[src/rtl/keypad_matrix_scanner_pkg.sv]
// ----------------------------------------------------------------------------
// keypad_pkg
//  Shared types, constants and small helpers for the 4x4 keypad scanner.
//  - kp_state_e    : debounce FSM states
//  - COL_DRIVE_x   : active-low column drive patterns, one column low
//  - is_onehot     : true when exactly one key is seen in a snapshot
//  - onehot_idx    : bit position of the single set bit
//  - bit_to_code   : snapshot bit (col*4+row) -> key code (row*4+col)
// ----------------------------------------------------------------------------
package keypad_pkg;

    localparam int KEY_W    = 4;
    localparam int NUM_ROWS = 4;
    localparam int NUM_COLS = 4;

    typedef enum logic [1:0] {
        S_IDLE     = 2'd0,
        S_PRESS_DB = 2'd1,
        S_HELD     = 2'd2,
        S_REL_DB   = 2'd3
    } kp_state_e;

    localparam logic [NUM_COLS-1:0] COL_DRIVE_0 = 4'b1110;
    localparam logic [NUM_COLS-1:0] COL_DRIVE_1 = 4'b1101;
    localparam logic [NUM_COLS-1:0] COL_DRIVE_2 = 4'b1011;
    localparam logic [NUM_COLS-1:0] COL_DRIVE_3 = 4'b0111;

    function automatic logic is_onehot(input logic [15:0] v);
        return (v != 16'd0) && ((v & (v - 16'd1)) == 16'd0);
    endfunction

    function automatic logic [3:0] onehot_idx(input logic [15:0] v);
        logic [3:0] idx;
        idx = 4'd0;
        for (int i = 0; i < 16; i++) begin
            if (v[i]) idx = 4'(i);
        end
        return idx;
    endfunction

    // Snapshot bits are laid out column-major; key codes are row-major.
    function automatic logic [KEY_W-1:0] bit_to_code(input logic [3:0] b);
        return {b[1:0], b[3:2]};
    endfunction

endpackage

[src/rtl/keypad_matrix_scanner_scan_timer.sv]
// ----------------------------------------------------------------------------
// kp_scan_timer
//  Column scan sequencer. Each column is driven low for SCAN_DIV clocks; the
//  rows are sampled on the last dwell cycle of each column.
//  Ports:
//   clk_arg, rstn   clock, async active-low reset
//   col             index of the column currently driven (0..3)
//   col_n           active-low column drive, exactly one bit low
//   sample          strobe: capture rows for column 'col' this cycle
//   scan_done       strobe: the column-3 sample completing a full scan
// ----------------------------------------------------------------------------
module kp_scan_timer
    import keypad_pkg::*;
#(
    parameter int unsigned SCAN_DIV = 25_000
) (
    input  logic                clk_arg,
    input  logic                rstn,
    output logic [1:0]          col,
    output logic [NUM_COLS-1:0] col_n,
    output logic                sample,
    output logic                scan_done
);

    localparam int DW = (SCAN_DIV > 1) ? $clog2(SCAN_DIV) : 1;

    logic [DW-1:0] dwell_q, dwell_d;
    logic [1:0]    col_q, col_d;

    always_comb begin
        sample    = (dwell_q == DW'(SCAN_DIV - 1));
        scan_done = sample && (col_q == 2'd3);
        dwell_d   = dwell_q + DW'(1);
        col_d     = col_q;
        if (sample) begin
            dwell_d = '0;
            col_d   = col_q + 2'd1;   // wraps 3 -> 0
        end
    end

    always_comb begin
        col = col_q;
        unique case (col_q)
            2'd0:    col_n = COL_DRIVE_0;
            2'd1:    col_n = COL_DRIVE_1;
            2'd2:    col_n = COL_DRIVE_2;
            default: col_n = COL_DRIVE_3;
        endcase
    end

    always_ff @(posedge clk_arg or negedge rstn) begin
        if (!rstn) begin
            dwell_q <= '0;
            col_q   <= 2'd0;
        end else begin
            dwell_q <= dwell_d;
            col_q   <= col_d;
        end
    end

endmodule

[src/rtl/keypad_matrix_scanner.sv]
// ----------------------------------------------------------------------------
// keypad_matrix_scanner
//  Scans a 4x4 active-low keypad, debounces over whole scans and reports
//  single key presses through a one-entry valid/ack buffer.
//  Ports:
//   clk_arg, rstn  clock, async active-low reset
//   row_n[3:0]     keypad rows, active-low, asynchronous
//   col_n[3:0]     column drive, active-low, one bit low
//   key_code[3:0]  accepted key, row*4+col
//   key_valid      key_code pending, held until key_ack
//   key_ack        consumer takes the pending key
//   key_held       debounced key currently down
//   overflow       sticky: a press was dropped with the buffer full
//  Handshake: key_valid is a level; a cycle with key_valid=1 and key_ack=1
//  transfers key_code. A new key arriving in that same cycle replaces it and
//  keeps key_valid high; a new key arriving while key_valid=1 and key_ack=0
//  is dropped and sets overflow.
// ----------------------------------------------------------------------------
module keypad_matrix_scanner
    import keypad_pkg::*;
#(
    parameter int unsigned SCAN_DIV       = 25_000,
    parameter int unsigned DEBOUNCE_SCANS = 4
) (
    input  logic                clk_arg,
    input  logic                rstn,
    input  logic [NUM_ROWS-1:0] row_n,
    output logic [NUM_COLS-1:0] col_n,
    output logic [KEY_W-1:0]    key_code,
    output logic                key_valid,
    input  logic                key_ack,
    output logic                key_held,
    output logic                overflow
);

    localparam int CNT_W = $clog2(DEBOUNCE_SCANS + 1);

    logic [1:0] col;
    logic       sample;
    logic       scan_done;

    kp_scan_timer #(.SCAN_DIV(SCAN_DIV)) u_scan_timer (
        .clk_arg   (clk_arg),
        .rstn      (rstn),
        .col       (col),
        .col_n     (col_n),
        .sample    (sample),
        .scan_done (scan_done)
    );

    // Synchronizer resets to "no key" so the first samples read as released.
    logic [NUM_ROWS-1:0] rsync1_q, rsync2_q;
    logic [15:0]         snap_q, snap_d;
    kp_state_e           state_q, state_d;
    logic [3:0]          cand_q, cand_d;
    logic [CNT_W-1:0]    cnt_q, cnt_d, cnt_inc;
    logic [KEY_W-1:0]    key_code_q, key_code_d;
    logic                key_valid_q, key_valid_d;
    logic                overflow_q, overflow_d;
    logic                evt;
    logic [KEY_W-1:0]    evt_code;

    // snap_d already holds the column-3 sample on scan_done, so the FSM
    // judges the complete scan in the same cycle it finishes.
    always_comb begin
        snap_d = snap_q;
        if (sample) snap_d[{col, 2'b00} +: 4] = ~rsync2_q;
    end

    always_comb begin
        state_d  = state_q;
        cand_d   = cand_q;
        cnt_d    = cnt_q;
        evt      = 1'b0;
        cnt_inc  = cnt_q + CNT_W'(1);
        if (scan_done) begin
            unique case (state_q)
                S_IDLE: begin
                    if (is_onehot(snap_d)) begin
                        cand_d = onehot_idx(snap_d);
                        if (DEBOUNCE_SCANS == 1) begin
                            state_d = S_HELD;
                            evt     = 1'b1;
                            cnt_d   = '0;
                        end else begin
                            state_d = S_PRESS_DB;
                            cnt_d   = CNT_W'(1);
                        end
                    end
                end
                S_PRESS_DB: begin
                    if (snap_d == (16'd1 << cand_q)) begin
                        if (cnt_inc == CNT_W'(DEBOUNCE_SCANS)) begin
                            state_d = S_HELD;
                            evt     = 1'b1;
                            cnt_d   = '0;
                        end else begin
                            cnt_d = cnt_inc;
                        end
                    end else begin
                        state_d = S_IDLE;
                        cnt_d   = '0;
                    end
                end
                S_HELD: begin
                    // Extra keys while held (ghosting) are ignored until all clear.
                    if (snap_d == 16'd0) begin
                        if (DEBOUNCE_SCANS == 1) begin
                            state_d = S_IDLE;
                            cnt_d   = '0;
                        end else begin
                            state_d = S_REL_DB;
                            cnt_d   = CNT_W'(1);
                        end
                    end
                end
                default: begin  // S_REL_DB
                    if (snap_d == 16'd0) begin
                        if (cnt_inc == CNT_W'(DEBOUNCE_SCANS)) begin
                            state_d = S_IDLE;
                            cnt_d   = '0;
                        end else begin
                            cnt_d = cnt_inc;
                        end
                    end else begin
                        state_d = S_HELD;
                        cnt_d   = '0;
                    end
                end
            endcase
        end
        evt_code = bit_to_code(cand_d);
    end

    always_comb begin
        key_code_d  = key_code_q;
        key_valid_d = key_valid_q;
        overflow_d  = overflow_q;
        if (evt) begin
            if (!key_valid_q || key_ack) begin
                key_code_d  = evt_code;
                key_valid_d = 1'b1;
            end else begin
                overflow_d = 1'b1;
            end
        end else if (key_ack) begin
            key_valid_d = 1'b0;
        end
    end

    always_ff @(posedge clk_arg or negedge rstn) begin
        if (!rstn) begin
            rsync1_q    <= '1;
            rsync2_q    <= '1;
            snap_q      <= '0;
            state_q     <= S_IDLE;
            cand_q      <= '0;
            cnt_q       <= '0;
            key_code_q  <= '0;
            key_valid_q <= 1'b0;
            overflow_q  <= 1'b0;
        end else begin
            rsync1_q    <= row_n;
            rsync2_q    <= rsync1_q;
            snap_q      <= snap_d;
            state_q     <= state_d;
            cand_q      <= cand_d;
            cnt_q       <= cnt_d;
            key_code_q  <= key_code_d;
            key_valid_q <= key_valid_d;
            overflow_q  <= overflow_d;
        end
    end

    assign key_code  = key_code_q;
    assign key_valid = key_valid_q;
    assign overflow  = overflow_q;
    // Still "down" while the release is being debounced.
    assign key_held  = (state_q == S_HELD) || (state_q == S_REL_DB);

endmodule

[config.mk]
export PLATFORM = sky130hd
export DESIGN_NAME = keypad_matrix_scanner
export DESIGN_NICKNAME = d
export VERILOG_FILES = /design/src/rtl/keypad_matrix_scanner_pkg.sv /design/src/rtl/keypad_matrix_scanner_scan_timer.sv /design/src/rtl/keypad_matrix_scanner.sv
export SDC_FILE = /design/constraint.sdc
export NUM_CORES = 1
export LEC_CHECK = 0
export CAP_MARGIN = 0
export CELL_PAD_IN_SITES_DETAIL_PLACEMENT = 1
export CELL_PAD_IN_SITES_GLOBAL_PLACEMENT = 1
export CORE_ASPECT_RATIO = 1.4
export CORE_MARGIN = 1
export CORE_UTILIZATION = 40
export DETAILED_ROUTE_END_ITERATION = 10
export PLACE_DENSITY_LB_ADDON = 0.1
export SLEW_MARGIN = 20
export SYNTH_ARGS = -nofsm -noshare
export SYNTH_HDL_FRONTEND = slang
export SYNTH_SLANG_ARGS = --single-unit
[constraint.sdc]
create_clock -name clk_arg -period 3.75 [get_ports clk_arg]
set_input_delay 0.5625 -clock clk_arg [delete_from_list [all_inputs] [get_ports clk_arg]]
set_output_delay 0.5625 -clock clk_arg [all_outputs]
set_load 0.01 [all_outputs]
# After elaboration in Yosys (flattened, before gate mapping)
# Cells that the tools add are included.
classes:
  mul: 0
  order_cmp: 0
  n_eq_ne: 14
  n_div: 0
  n_shift: 3
  reduce_logical: 16
  bitwise_logic: 3
  n_mux: 42
  addsub: 5
ops:
  columns: ["operator", "n"]
  rows:
  - ["two-way mux 4 bit", 17]
  - ["logical NOT 16 bit", 2]
  - ["bitwise AND 16 bit", 1]
  - ["bitwise mux 16 bit", 1]
  - ["equality test 16 bit", 1]
  - ["two-way mux 16 bit", 1]
  - ["nonzero test 16 bit", 1]
  - ["variable shift 4 x 6 -> 16 bit (first input constant)", 1]
  - ["variable part select 4 x 6 -> 16 bit", 1]
  - ["left shift 1 x 4 -> 16 bit (first input constant)", 1]
  - ["subtractor 16 x 1 -> 16 bit (second input constant)", 1]
  - ["adder 15 x 1 -> 15 bit (second input constant)", 1]
  - ["equality test 15 bit (second input constant)", 1]
  - ["two-way mux 15 bit", 1]
  - ["two-way mux 3 bit", 5]
  - ["two-way mux 2 bit", 6]
  - ["one-hot mux 4 bit (3 select lines)", 1]
  - ["one-hot mux 3 bit (3 select lines)", 1]
  - ["equality test 2 bit (second input constant)", 4]
  - ["two-way mux 1 bit", 8]
  - ["negation 4 -> 6 bit", 1]
  - ["one-hot mux 2 bit (3 select lines)", 1]
  - ["AND reduction 2 bit", 3]
  - ["!= test 5 x 2 -> 1 bit (second input constant)", 1]
  - ["16 further kinds", 21]
totals:
  memories: 0
  latch_bits: 0
  mem_bits_ro: 0
  reg_bits: 56
  ramBits: 0
  out_inout_bits: 11

# Longest topological paths before layout
# Gate-level depths: netlist of the first run.
depth:
  ltp_word: 22
  depth_mapped: 14
  mapped_depth_nobuf: 12

# Cells and area by module
# From an unflattened synthesis of the first run, not the netlist that was laid out.
hier_totals:
  hier_cells: 410
  area_unflattened_um2: 3877.5
by_module_without_submodules:
  columns: ["mod", "n_inst", "seq_area_each_um2", "area_each_um2", "cells_per_inst"]
  rows:
  - ["keypad_matrix_scanner", 1, 985.9, 2987.9, 323]
  - ["kp_scan_timer", 1, 425.4, 889.6, 87]

# Worst setup path before layout of the first run
# Ideal clock, no wire load.
synth_path:
  kind: "reg-to-reg"
  start: "register u_scan_timer.dwell_q[12]"
  end: "register key_code_q[2], in the netlist key_code[2]"
  stages_incl_launch_ff: 13
  t_arrival_ns: 3.912
  slack_ns: -0.287
  t_required_ns: 3.625
  n_path_buf: 2
  cell_sequence: "dfrtp_1 > or4b_1 > buf_6 > nor4_4 > mux2i_1 > clkinv_2 > nor4_2 > o211ai_1 > a2111oi_2 > and3_1 > buf_4 > mux2_2 > mux2_2"
synth_lines:
  columns: ["item", "line_no", "text"]
  rows:
  - ["from (decl)", "keypad_matrix_scanner_scan_timer.sv:27", "logic [DW-1:0] dwell_q, dwell_d;"]
  - ["from (signal assigned)", "keypad_matrix_scanner_scan_timer.sv:56", "dwell_q <= dwell_d;"]
  - ["equality test 15 bit (*)", "keypad_matrix_scanner_scan_timer.sv:31", "sample = (dwell_q == DW'(SCAN_DIV - 1));"]
  - ["two-way mux 16 bit (*)", "keypad_matrix_scanner.sv:67", "if (sample) snap_d[{col, 2'b00} +: 4] = ~rsync2_q;"]
  - ["net snap_d[12]", "keypad_matrix_scanner.sv:53", "logic [15:0] snap_q, snap_d;"]
  - ["subtractor 16 x 1 -> 16 bit or two-way mux 4 bit (tied branches)", "keypad_matrix_scanner_pkg.sv:29, keypad_matrix_scanner_pkg.sv:36", null]
  - ["bitwise AND 16 bit or two-way mux 4 bit (tied branches)", "keypad_matrix_scanner_pkg.sv:29, keypad_matrix_scanner_pkg.sv:36", null]
  - ["logical NOT 16 bit or two-way mux 4 bit (tied branches)", "keypad_matrix_scanner_pkg.sv:29, keypad_matrix_scanner_pkg.sv:36", null]
  - ["logical AND 1 bit or two-way mux 4 bit (tied branches)", "keypad_matrix_scanner_pkg.sv:29, keypad_matrix_scanner_pkg.sv:36", null]
  - ["two-way mux 4 bit (*)", "keypad_matrix_scanner.sv:79", "if (is_onehot(snap_d)) begin"]
  - ["two-way mux 4 bit (*)", "keypad_matrix_scanner.sv:77", "unique case (state_q)"]
  - ["two-way mux 4 bit (*)", "keypad_matrix_scanner.sv:76", "if (scan_done) begin"]
  - ["net cand_d[0]", "keypad_matrix_scanner.sv:55", "logic [3:0] cand_q, cand_d;"]
  - ["to (signal assigned)", "keypad_matrix_scanner.sv:169", "key_code_q <= key_code_d;"]
  - ["to (decl)", "keypad_matrix_scanner.sv:57", "logic [KEY_W-1:0] key_code_q, key_code_d;"]
# The timed path passes the listed nets; every way through them passes the cells marked *.
# A chain may end at the register's enable or synchronous reset.

# Worst setup path after layout of the first run
layout_path:
  start: "register u_scan_timer.dwell_q[3]"
  end: "register key_code_q[1], in the netlist key_code[1]"
layout_between:
  elab_chain_cells: 18
layout_rtl:
  columns: ["item", "line_no", "text"]
  rows:
  - ["equality test 15 bit (*)", "keypad_matrix_scanner_scan_timer.sv:31", null]
  - ["two-way mux 16 bit", "keypad_matrix_scanner.sv:67", null]
  - ["two-way mux 4 bit (13 in a row)", "keypad_matrix_scanner_pkg.sv:36", "if (v[i]) idx = 4'(i);"]
  - ["two-way mux 4 bit", "keypad_matrix_scanner.sv:79", null]
  - ["two-way mux 4 bit", "keypad_matrix_scanner.sv:77", null]
  - ["two-way mux 4 bit (*)", "keypad_matrix_scanner.sv:76", null]
  - ["net cand_d[3]", "keypad_matrix_scanner.sv:55", null]
# Marks and branches as above.

==> qor.yml, run 1 <==
power:
  peakVddDrop_uv: 179
  clkPwrFrac: 0.457
  fin_total_pwr_mw: 1.19
  netSwitchingPower_mw: 0.255
  p_leak_nw: 2.20
  powerDensity_mw_per_mm2: 238
  p_int_mw: 0.936
  switching_share: 0.214
  combPwrFrac: 0.020
  seqPwrFrac: 0.522
synth:
  yosysTopAreaCell: "dfrtp_1"
  synth_top_area_share: 0.317
  ys_async_sr_fraction: 1.00
  ys_warn_count: 0
  syn-num-nets: 426
  ys_ff_latch: 56
  seq_area_frac_synth: 0.373
  netlist_instances: 407
  ys.flop_type: "dfrtp_1"
  avgSynthCellArea_um2: 9.30
  ys_top_cells_by_area: "dfrtp_1 (32%), mux2i_1 (6.1%), dfstp_2 (5.6%), ha_1 (4.0%), nor2_1 (3.4%)"
  synth.cell_area_mm2: 0.00379
  synth_cell_types: 72
  synth_edf_count: 0
setup_path:
  cp.arrival_ps: 3970
  worstSetupEndpointType: "register"
  regToRegStartpoint: "u_scan_timer.dwell_q[3]$_DFF_PN0_"
  r2r_end: "key_code[1]$_DFFE_PN0P_"
  critPathSlowestCell: "or4_4"
  startpoint: "u_scan_timer.dwell_q[3]$_DFF_PN0_"
  r2r_slack_ps: -20
  cp_cell_sequence: "or4b_1 -> buf_6 -> or4_4 -> mux2i_4 -> nor4_4 -> o211ai_1 -> a2111oi_4 -> and3_4 -> mux2_4 -> mux2_2"
  cp.buffers_inverters: 1
  path_class: "register to register"
  crit_path_start_kind: "register"
  reg2reg_depth: 10
  cpPeakStageDelay_ps: 590
  critPathRequiredTime_ps: 3950
  cp.depth: 10
  cpLargestDelayFamily: "simple AND/OR/NAND/NOR gates"
  cp_max_fo: 8
global_route:
  grt_use_total: 0.263
  first_global_vias: 3722
  grt_first_pass_wirelength_um: 19500
  grt_overflow: 0
  grt_max_degree: 34
  antenna_found_initial: 0
outcome:
  status: "finished, violations left"
  failed_checks: "design-rule violations, negative setup slack"
floorplanning:
  chipHeight_um: 117
  io-pin-count: 18
  rows: 41
  start_util: 0.417
  chipWidth_um: 84.2
  dieArea_mm2: 0.00986
  core_mm2: 0.00908
detailed_routing:
  drc: 4
  via_count: 3501
  post_drt_wl_per_cell_um: 20.4
  first_iter_violations: 113
  drt-total-wl_um: 12400
  final_antenna_net_count: 0
  via_per_inst: 5.77
  drtPass1Iterations: 7
sta:
  finClkSkew_ps: 9.88
  finalHoldViolations: 0
  final.setup.tns_ps: -77.4
  worstMarginPinSlew_ps: 655
  timing.fmax_mhz: 265
  holdWs_ps: 237
  slew_viol_final: 0
  worst_slack_ps: -21.8
  fin_crit_ps: 3770
  rsz0062_at_grt: "true"
  slew_headroom: 0.560
  finalSetupViolations: 4
  fin_crit_sh: 1.01
layout:
  design_area_mm2: 0.00500
  drive_gt1_frac: 0.318
  final_net_count: 518
  final_cells: 607
  fin_util: 0.550
  diodes: 0
  syn2layout_area_growth_pct: 32.0
clock_tree:
  cts_buffer_depth: 2
  ctsHoldBuffers: 0
  cts_max_level: 2
  ctsRootBufferMaster: "clkbuf_16"
  cts_made_buffers: 5
  clock_sinks: 56
  insertion_delay_ps: 310
  clk_pin_slew_ps: 80
  cts_tree: "built"
placement:
  place_congestion: 0.876
  pre_cts_slack_ps: -170
  dp_cells: 584
  dp_hpwl_um: 9540
  dpl-instance-area_mm2: 0.00460
  io_buffer_count: 17
worst_hold_path:
  hp-class: "input pin to asynchronous set/reset pin"
job:
  drv_cap: 0
-- repair_timing --
item	in CTS	in global routing
gates resized for setup	13	10
endpoints found under the setup margin	6	9
pin swaps	5	8
setup buffers	6	8
cloned	0	1
-- area by class of cell --
| cell class | count | area [um2] |
|---|---|---|
| Timing Repair Buffer | 103 | 820 |
| Sequential cell | 56 | 1410 |
| Inverter | 26 | 98.8 |
| Fill cell | 1020 | 4080 |
| Multi-Input combinational cell | 307 | 2370 |
| Clock inverter | 2 | 35.0 |
| Clock buffer | 6 | 129 |
| Tap cell | 107 | 134 |
-- cell usage after synthesis (8+ instances only) --
cell type,count
o21ai_0,22
mux2i_1,23
nand2_1,25
a21oi_1,12
nand2b_1,8
ha_1,12
clkbuf_1,11
dfrtp_1,48
nor2_1,34
dfstp_2,8
o211ai_1,8
nor3_1,9
and3_1,8
inv_1,24
xnor2_1,9
mux2_2,11
nand3_1,20
or2_2,8
-- worst max path at each step --
stage / endpoint / slack [ps]
4_1_cts: state_q[0]$_DFFE_PN0P_ / -30
6_report: key_code[1]$_DFFE_PN0P_ / -20
5_1_grt: state_q[0]$_DFFE_PN0P_ / -140
3_3_place_gp: key_code[1]$_DFFE_PN0P_ / -140
2_1_floorplan: key_code[1]$_DFFE_PN0P_ / -10
3_5_place_dp: key_code[2]$_DFFE_PN0P_ / -170
-- registers in the layout, summed over array words and instances, names as in the netlist, 2 cells and up --
register / flops
snap_q: 16
u_scan_timer.dwell_q: 15
cand_q: 4
key_code: 4
rsync1_q: 4
rsync2_q: 4
cnt_q: 3
state_q: 2
u_scan_timer.col: 2
-- power by group through the flow --
stage | clock network, mW | logic (mW) | registers (mW)
global placement | 0 | 0.0246 | 0.633
finish | 0.544 | 0.0243 | 0.622
CTS | 0.562 | 0.0253 | 0.622
detailed placement | 0 | 0.0249 | 0.633
floorplan | 0 | 0.00968 | 0.624
global route | 0.573 | 0.0280 | 0.622
-- layer usage --
metal  vias up  part of all wire  track usage
li1       1661                 -            -
met1      1750              0.39        0.276
met2        58              0.55        0.517
met3        32             0.019       0.0316
met4         0             0.038        0.136
met5         -                 0            0
-- cell usage in the layout, fill, tap and decap left out, types with 8 or more instances in the layout --
cell,instances
buf_4,82
dfrtp_1,48
nor2_1,33
nand2_1,25
inv_1,23
o21ai_0,21
nand3_1,18
mux2i_1,16
clkdlybuf4s50_1,16
a21oi_1,12
ha_1,12
mux2_2,9
xnor2_1,9
or2_2,8
nand2b_1,8
nor3_1,8
o211ai_1,8
dfstp_2,8
-- kinds of logic after synthesis --
family                   after synthesis  synth area share
AND/OR/NAND/NOR                      166             0.259
AO/OA/AOI/OAI                         76             0.139
flip-flops                            56             0.373
buffers and inverters                 44            0.0489
multiplexers                          36             0.100
XOR/XNOR                              15            0.0347
adder cells (fa/ha/maj)               14            0.0449
No activity file was read; power rests on OpenSTA's default activity.
==> inputs of run 2 (changes only) <==
Settings changed: CORE_UTILIZATION 40 to 36.
==> qor.yml, run 2 (same netlist as run 1, synthesis figures left out) <==
layout:
  multi_input_area_mm2: 0.00247  # was 0.00237 mm2
  final_common_cell: "buf_4"  # unchanged
  top_register: "snap_q"  # unchanged
  final_cells: 641  # was 607
  final_cell_mix: "buf_4 (83), dfrtp_1 (48), nor2_1 (34)"  # was buf_4 (82), dfrtp_1 (48), nor2_1 (33)
  top_regs: "snap_q: 16 flops, u_scan_timer.dwell_q: 15 flops"  # unchanged
  largest_register_ffs: 16  # unchanged
  design_area_mm2: 0.00520  # was 0.00500 mm2
  syn2layout_area_growth_pct: 37.4  # was 32.0%
  drive_gt1_frac: 0.344  # was 0.318
  fillerInstances: 1166  # was 1020
  ff_latch_area_mm2: 0.00141  # unchanged
  diodes: 0  # unchanged
  final_net_count: 524  # was 518
sta:
  finalHoldViolations: 0  # unchanged
  finClkSkew_ps: 15.8  # was 9.88 ps
  worstMarginPinSlew_ps: 616  # was 655 ps
  finalSetupViolations: 1  # was 4
  fin_crit_ps: 3760  # was 3770 ps
  timing.fmax_mhz: 266  # was 265 MHz
  worst_slack_ps: -12.7  # was -21.8 ps
  slew_viol_final: 0  # unchanged
  slew_headroom: 0.585  # was 0.560
  rsz0062_at_grt: "true"  # unchanged
  fin_crit_sh: 1.00  # was 1.01
detailed_routing:
  via_per_inst: 5.57  # was 5.77
  drt-total-wl_um: 13100  # was 12400 um
  final_antenna_net_count: 0  # unchanged
  drtPass1Iterations: 4  # was 7
  via_count: 3570  # was 3501
  first_iter_violations: 79  # was 113
  post_drt_wl_per_cell_um: 20.4  # about the same
  drc: 0  # was 4
floorplanning:
  io-pin-count: 18  # unchanged
  rows: 43  # was 41
  core_mm2: 0.0101  # was 0.00908 mm2
  start_util: 0.376  # was 0.417
  dieArea_mm2: 0.0109  # was 0.00986 mm2
  chipWidth_um: 88.7  # was 84.2 um
  chipHeight_um: 123  # was 117 um
placement:
  dpl-instance-area_mm2: 0.00466  # was 0.00460 mm2
  place_congestion: 0.937  # was 0.876
  io_buffer_count: 17  # unchanged
  dp_cells: 615  # was 584
  dp_hpwl_um: 10200  # was 9540 um
global_route:
  first_global_vias: 3930  # was 3722
  antenna_found_initial: 0  # unchanged
  grt_max_degree: 35  # was 34
  grt_use_total: 0.257  # was 0.263
  grt_overflow: 0  # unchanged
  grt_first_pass_wirelength_um: 20600  # was 19500 um
setup_path:
  cp.arrival_ps: 3950  # was 3970 ps
  critPathRequiredTime_ps: 3940  # was 3950 ps
  path_class: "register to register"  # unchanged
  cp_max_fo: 6  # was 8
  worstSetupEndpointType: "register"  # unchanged
  crit_path_start_kind: "register"  # unchanged
clock_tree:
  ctsRootBufferMaster: "clkbuf_16"  # unchanged
  cts_max_level: 2  # unchanged
  clk_pin_slew_ps: 80  # about the same
  cts_buffer_depth: 2  # unchanged
  cts_tree: "built"  # unchanged
  cts_made_buffers: 5  # unchanged
  clock_sinks: 56  # unchanged
  insertion_delay_ps: 300  # was 310 ps
power:
  fin_total_pwr_mw: 1.12  # was 1.19 mW
  powerDensity_mw_per_mm2: 216  # was 238 mW/mm2
  peakVddDrop_uv: 183  # was 179 uV
  p_leak_nw: 2.28  # was 2.20 nW
outcome:
  failed_checks: "negative setup slack"  # was design-rule violations, negative setup slack
  status: "finished, violations left"  # unchanged
job:
  drv_cap: 0  # unchanged
worst_hold_path:
  hp-class: "input pin to asynchronous set/reset pin"  # unchanged
[run 2: cell types whose count changed in the layout (fill, tap and decap cells not counted), sizes merged]
| cell | delta |
|---|---|
| clkinvlp | +2 |
| bufinv | -1 |
| buf | +5 |
[run 2: worst max-delay path: stages (launching register included)]
cell,delay (ps)
dfrtp_1,380
or4b_4,600
buf_6,150
nor4_4,290
mux2_2,450
or4_4,520
a221oi_4,300
o211ai_1,160
nor4b_2,410
nor3_4,80
mux2_4,310
[run 2: per-stage QoR]
stage               TNS (ps)  setup WS, ps  utilization  hold slack [ps]
detailed placement     -1180          -206        0.463              350
finish                 -12.7         -12.7        0.517              238
global route            -703          -136        0.517              285
CTS                        0          1.51        0.494              252
global placement       -1040          -193        0.463              350
floorplan              -38.3         -12.8            -              267
[run 2: timing repair]
item                                    in CTS  in global routing
buffers inserted                             9                  9
pin swaps                                    6                 12
cloned                                       0                  1
resized for setup                           19                 28
endpoints found under the setup margin       8                  9
hold buffers                                 0                  0
[run 2: final cells by class]
| type | count | area share |
|---|---|---|
| clock buffers | 5 | 0.0240 |
| well taps | 135 | 0.0325 |
| multi-input cells | 307 | 0.474 |
| flip-flops and latches | 56 | 0.271 |
| inverters | 26 | 0.0190 |
| clock inverters | 3 | 0.00457 |
| repair buffers | 109 | 0.174 |
[run 2: final timing paths]
path                                                          from                      to  slack (ps)  cells after the start
worst max-delay path            u_scan_timer.dwell_q[10]$_DFF_PN0_  state_q[0]$_DFFE_PN0P_         -10                     10
worst min-delay path                                          rstn    snap_q[10]$_DFF_PN0_         240                      1
worst max register to register  u_scan_timer.dwell_q[10]$_DFF_PN0_  state_q[0]$_DFFE_PN0P_         -10                     10
worst min register to register               rsync1_q[3]$_DFF_PN1_   rsync2_q[3]$_DFF_PN1_         360                      0
max in group asynchronous                                     rstn   rsync2_q[0]$_DFF_PN1_        2630                      2
min in group clk_arg                         rsync1_q[3]$_DFF_PN1_   rsync2_q[3]$_DFF_PN1_         360                      0
[run 2: routing by layer]
layer	up-vias	global-route usage	part of all wire
li1	1675	-	-
met1	1794	0.259	0.37
met2	62	0.507	0.56
met3	39	0.0234	0.020
met4	0	0.129	0.051
met5	-	0	0
[run 2: power breakdown]
part | internal (mW) | switching [mW]
Combinational | 0.00892 | 0.0157
Clock | 0.249 | 0.227
Sequential | 0.612 | 0.0113
Total | 0.870 | 0.254
==> inputs of run 3 (changes only) <==
Settings changed: CAP_MARGIN 0 to not set.
==> results of run 3 <==
The final DEF is identical to that of run 2; final timing and power are the same.
